==> src/rtl/game_tick_gen.sv <==
// Programmable game tick generator with run/pause, single-step handshake and tick counter.
// Optional GAME_TICK_SAT_EN: tick_count saturates at all-ones and a sticky cnt_sat output is added.
module game_tick_gen #(
    parameter int unsigned BASE_DIV = 50,
    parameter int unsigned CNT_W    = 16
) (
    input  logic             clk,
    input  logic             reset,
    input  logic             run,
    input  logic [1:0]       speed,
    input  logic             step_req,
    output logic             step_ack,
    output logic             tick,
    output logic [CNT_W-1:0] tick_count,
`ifdef GAME_TICK_SAT_EN
    output logic             cnt_sat,
`endif
    output logic             running
);

    localparam int unsigned DIV_W = $clog2(BASE_DIV + 1);

    typedef enum logic [1:0] {
        IDLE     = 2'd0,
        RUN      = 2'd1,
        STEP_ACK = 2'd2
    } state_t;

    state_t           state;
    logic [DIV_W-1:0] div_cnt;
    logic [DIV_W-1:0] period;
    logic             wrap_due;
    logic             tick_next;
    logic [CNT_W-1:0] count_inc;

    // Period for a speed setting; a shift that underflows to zero runs at one clk per tick.
    function automatic logic [DIV_W-1:0] period_of(input logic [1:0] s);
        int unsigned p;
        p = BASE_DIV >> s;
        if (p == 0) begin
            p = 1;
        end
        return DIV_W'(p);
    endfunction

    always_comb begin
        wrap_due  = (div_cnt == (period - DIV_W'(1)));
        tick_next = ((state == IDLE) && !run && step_req) ||
                    ((state == RUN) && run && wrap_due);
`ifdef GAME_TICK_SAT_EN
        count_inc = (tick_count == {CNT_W{1'b1}}) ? tick_count : tick_count + CNT_W'(1);
`else
        count_inc = tick_count + CNT_W'(1);
`endif
    end

    always_ff @(posedge clk or posedge reset) begin
        if (reset) begin
            state    <= IDLE;
            div_cnt  <= '0;
            period   <= period_of(2'd0);
            tick     <= 1'b0;
            step_ack <= 1'b0;
            running  <= 1'b0;
        end else begin
            tick <= tick_next;
            case (state)
                IDLE: begin
                    if (run) begin
                        state   <= RUN;
                        div_cnt <= '0;
                        period  <= period_of(speed);
                        running <= 1'b1;
                    end else if (step_req) begin
                        state    <= STEP_ACK;
                        step_ack <= 1'b1;
                    end
                end
                RUN: begin
                    if (!run) begin
                        // Pause wins over a pending wrap: no tick on this edge.
                        state   <= IDLE;
                        div_cnt <= '0;
                        running <= 1'b0;
                    end else if (wrap_due) begin
                        div_cnt <= '0;
                        period  <= period_of(speed);
                    end else begin
                        div_cnt <= div_cnt + DIV_W'(1);
                    end
                end
                STEP_ACK: begin
                    if (!step_req) begin
                        state    <= IDLE;
                        step_ack <= 1'b0;
                    end
                end
                default: begin
                    state <= IDLE;
                end
            endcase
        end
    end

    always_ff @(posedge clk or posedge reset) begin
        if (reset) begin
            tick_count <= '0;
        end else if (tick_next) begin
            tick_count <= count_inc;
        end
    end

`ifdef GAME_TICK_SAT_EN
    // Sticky flag raised on the tick that first reaches all-ones.
    always_ff @(posedge clk or posedge reset) begin
        if (reset) begin
            cnt_sat <= 1'b0;
        end else if (tick_next && (count_inc == {CNT_W{1'b1}})) begin
            cnt_sat <= 1'b1;
        end
    end
`endif

endmodule

==> config.mk <==
export PLATFORM = sky130hd
export DESIGN_NAME = game_tick_gen
export DESIGN_NICKNAME = d
export VERILOG_FILES = /design/src/rtl/game_tick_gen.sv
export SDC_FILE = /design/constraint.sdc
export NUM_CORES = 1
export LEC_CHECK = 0
export BUFFER_PORTS_ARGS = -buffer_cell sky130_fd_sc_hd__buf_2
export CELL_PAD_IN_SITES_DETAIL_PLACEMENT = 0
export CELL_PAD_IN_SITES_GLOBAL_PLACEMENT = 1
export CORE_MARGIN = 2
export CORE_UTILIZATION = 48
export DETAILED_ROUTE_END_ITERATION = 8
export PLACE_DENSITY_LB_ADDON = 0.1
export RECOVER_POWER = 100
export SLEW_MARGIN = 20
export SYNTH_ARGS = -nofsm -noshare
export SYNTH_HDL_FRONTEND = slang
export SYNTH_SLANG_ARGS = --single-unit
export TNS_END_PERCENT = 10
==> constraint.sdc <==
create_clock -name clk -period 4.47 [get_ports clk]
set_clock_uncertainty 0.1 [all_clocks]
set_input_delay 1.1175 -clock clk [delete_from_list [all_inputs] [get_ports clk]]
set_output_delay 1.1175 -clock clk [all_outputs]
set_load 0.1 [all_outputs]
==> results by group <==
STA
  – Worst Tran Pin Value: 1160 ps
  – Hold Fails Final Rpt: 0
  – RSZ-0062 raised after global routing: no
  – Setup TNS Final: 0 ps
  – Max Fclk: 345 MHz
  – Max_slew headroom: 0.224
  – Final setup viols: 0
  – Post-route minimum period: 2900 ps
  – Final Max Slew Viols: 0
  – Final period utilization: 0.648

Route
  – DRT antenna net count: 0
  – Pre-antenna DRT Iters: 4
  – DR iter-0 viols: 62
  – DR DRC count: 0
  – Vias per cell: 5.31
  – Vias after detailed routing: 1252
  – Wirelength, routed: 3240 um
  – WL/cell: 13.7 um

Global route
  – Grt peak-use layer: met2
  – Total congestion overflow: 0
  – Met1 Resource Use GR: 0.232
  – Largest net degree at the start of global routing: 32
  – Met3 Use GR: 0.0581
  – Vias in the first global route: 1295
  – Overall Global Routing Usage: 0.187
  – First-pass GRT wire length: 5910 um
  – Met2 Use GR: 0.314
  – Initial antenna violation count: 0

Cells and area
  – Most frequent cells in the layout: dfrtp_1 (30), clkbuf_1 (22), nor2_1 (16), xor2_1 (13), nand2_1 (12)
  – Fraction of layout cells with a size suffix above 1: 0.0842
  – ANT cells: 0
  – Final Net Count: 202
  – Most common cell after layout, fill and taps aside: dfrtp_1
  – Area Growth Syn to Fin: 9.39%
  – Layout Utilization: 0.559

Logic synthesis
  – Synth Instances: 157
  – Cell Area, Synth: 1750 um^2
  – Syn Area/Cell: 11.1 um^2
  – Synth cell types: 40
  – Sequential area share after synthesis: 0.475
  – #FFs+latches synth: 33
  – Syn nets: 170
  – Synthesis Warnings: 0

CTS
  – Clk sink count: 33
  – CTS resizes: 0
  – TritonCTS clock tree: done
  – Worst skew pair latency: 340 ps
  – Longest Clk Path Bufs: 2
  – Num CTS Buffers: 5
  – Clk root buf: clkbuf_4
  – Post-CTS Setup Bufs: 0
  – H-Tree Depth: 2
  – # hold bufs at CTS: 0
  – Clk slew on worst S/H paths: 100 ps

Setup path
  – CP Data Required Time: 4600 ps
  – Worst reg-to-reg path cell count: 8
  – Critical path class: flip-flop to flip-flop
  – Crit-path max FO: 8
  – Setup crit start kind: flip-flop
  – CP endpoint kind: flip-flop
  – Crit path DAT: 3020 ps

Floorplanning
  – Initial Util: 0.511
  – Die area: 4130 um^2
  – Core area: 3420 um^2
  – Ports: 25
  – Num rows: 21
  – Die W: 64.3 um
  – Die height: 64.3 um

Status
  – Status: finished, final reports clean

Placement
  – Number of port buffers: 24
  – Post-DP HPWL: 2390 um
  – GPL Wtd Cong: 0.763

Power and ir drop
  – Power, Total: 0.000968 W
  – Pint: 0.000516 W
  – Net Sw Frac: 0.467
  – Leakage power: 0.890 nW
  – Seq pwr share: 0.408
  – Highest ir drop seen on vdd: 0.647 mV
  – Comb pwr share: 0.392
  – Power Density: 507 nW/um^2
  – Net load switching power: 0.000452 W
  – Clk pwr share: 0.199

Job
  – Max-cap check violation count: 0

Min path
  – Cell depth of the worst hold path: 1
  – Hold crit path type: flip-flop to flip-flop
[power by group through the flow]
stage	Sequential [W]	Combinational [W]	Clock (W)
floorplan	0.000596	0.000140	0
global placement	0.000399	0.000401	0
detailed placement	0.000402	0.000407	0
CTS	0.000396	0.000408	0.000198
global route	0.000405	0.000409	0.000215
finish	0.000395	0.000380	0.000193
[critical path, cell delays in order (launching register included)]
cell and delay [ps]:
dfstp_1 550, inv_1 60, ha_1 280, xnor2_1 130
a311o_1 330, a21oi_1 320, a31oi_1 360, nor2_1 300
mux2_2 360
[cells in the mapped netlist]
master    count  area share
or3_1         1      0.0036
mux2_2        1      0.0065
nand3_1       4       0.011
nand3b_1      2      0.0086
nor2_2        1      0.0036
mux2_4        4       0.034
nand3_2       1      0.0057
mux2i_1       3       0.017
a21bo_1       1      0.0057
a21oi_2       1      0.0050
nor4_1        1      0.0036
xnor2_1       8       0.040
nand2b_1      4       0.014
o21ai_0       8       0.023
a32o_1        1      0.0057
nor3_1        4       0.011
nor2_1       15       0.032
ha_1          7       0.050
dfrtp_1      30        0.43
a31oi_1       1      0.0036
nor4_2        1      0.0072
a31oi_4       1       0.012
buf_6         1      0.0065
nand2_1      12       0.026
nor4b_2       2       0.017
a21o_1        2      0.0086
a311o_1       1      0.0057
o21bai_1      1      0.0043
xnor3_1       1       0.013
dfstp_2       3       0.045
inv_1         7       0.015
nor3b_1       3       0.013
xor2_1       13       0.065
and3_1        1      0.0036
a22o_1        3       0.015
nand4_1       2      0.0072
nor2b_1       2      0.0072
and4_1        1      0.0050
a21oi_1       1      0.0029
or4_1         1      0.0043
[metal layers]
layer  wire, um  vias to the layer above
li1           -                      614
met3        134                        6
met2       1530                       22
met5          0                        -
met1       1530                      610
met4         44                        0
[registers in the layout, indices dropped and copies added, names as in the netlist]
name	flops
running	1
tick_count	16
tick	1
state	2
div_cnt	6
step_ack	1
period	6
[layout make-up]
class | count | area [um^2]
Fill cell | 348 | 1510
Timing Repair Buffer | 26 | 103
Sequential cell | 33 | 830
Multi-Input combinational cell | 116 | 823
Tap cell | 46 | 57.6
Inverter | 7 | 26.3
Clock buffer | 7 | 65.1
Clock inverter | 1 | 5.00
[final timing paths]
check | start | endpoint | slack [ps]
min in group asynchronous | reset | div_cnt[2]$_DFFE_PP0P_ | 970
min reg2reg | tick_count[15]$_DFFE_PP0P_ | tick_count[15]$_DFFE_PP0P_ | 380
min | tick_count[15]$_DFFE_PP0P_ | tick_count[15]$_DFFE_PP0P_ | 380
max | period[1]$_DFFE_PP1P_ | tick_count[1]$_DFFE_PP0P_ | 1570
max reg2reg | period[1]$_DFFE_PP1P_ | tick_count[1]$_DFFE_PP0P_ | 1570
max in group asynchronous | reset | running$_DFFE_PP0P_ | 2600
[through the flow]
step	hold slack, ps	cell area [um^2]	setup slack [ps]	std cells
2_1_floorplan	377	1750	2050	157
6_report	382	1910	1570	236
3_3_place_gp	355	1930	1860	228
5_1_grt	413	1910	1280	236
3_5_place_dp	363	1930	1800	228
4_1_cts	381	2000	1850	236
[cell families after synthesis]
family	after synthesis	synth area share
adders and majority gates	7	0.0502
buffers and inverters	8	0.0215
xor gates and xnor gates	22	0.118
muxes	8	0.0581
and+or+nand+nor	58	0.185
AOI/OAI and AO/OA	21	0.0918
DFF	33	0.475
(Power assumes the default switching activity.)
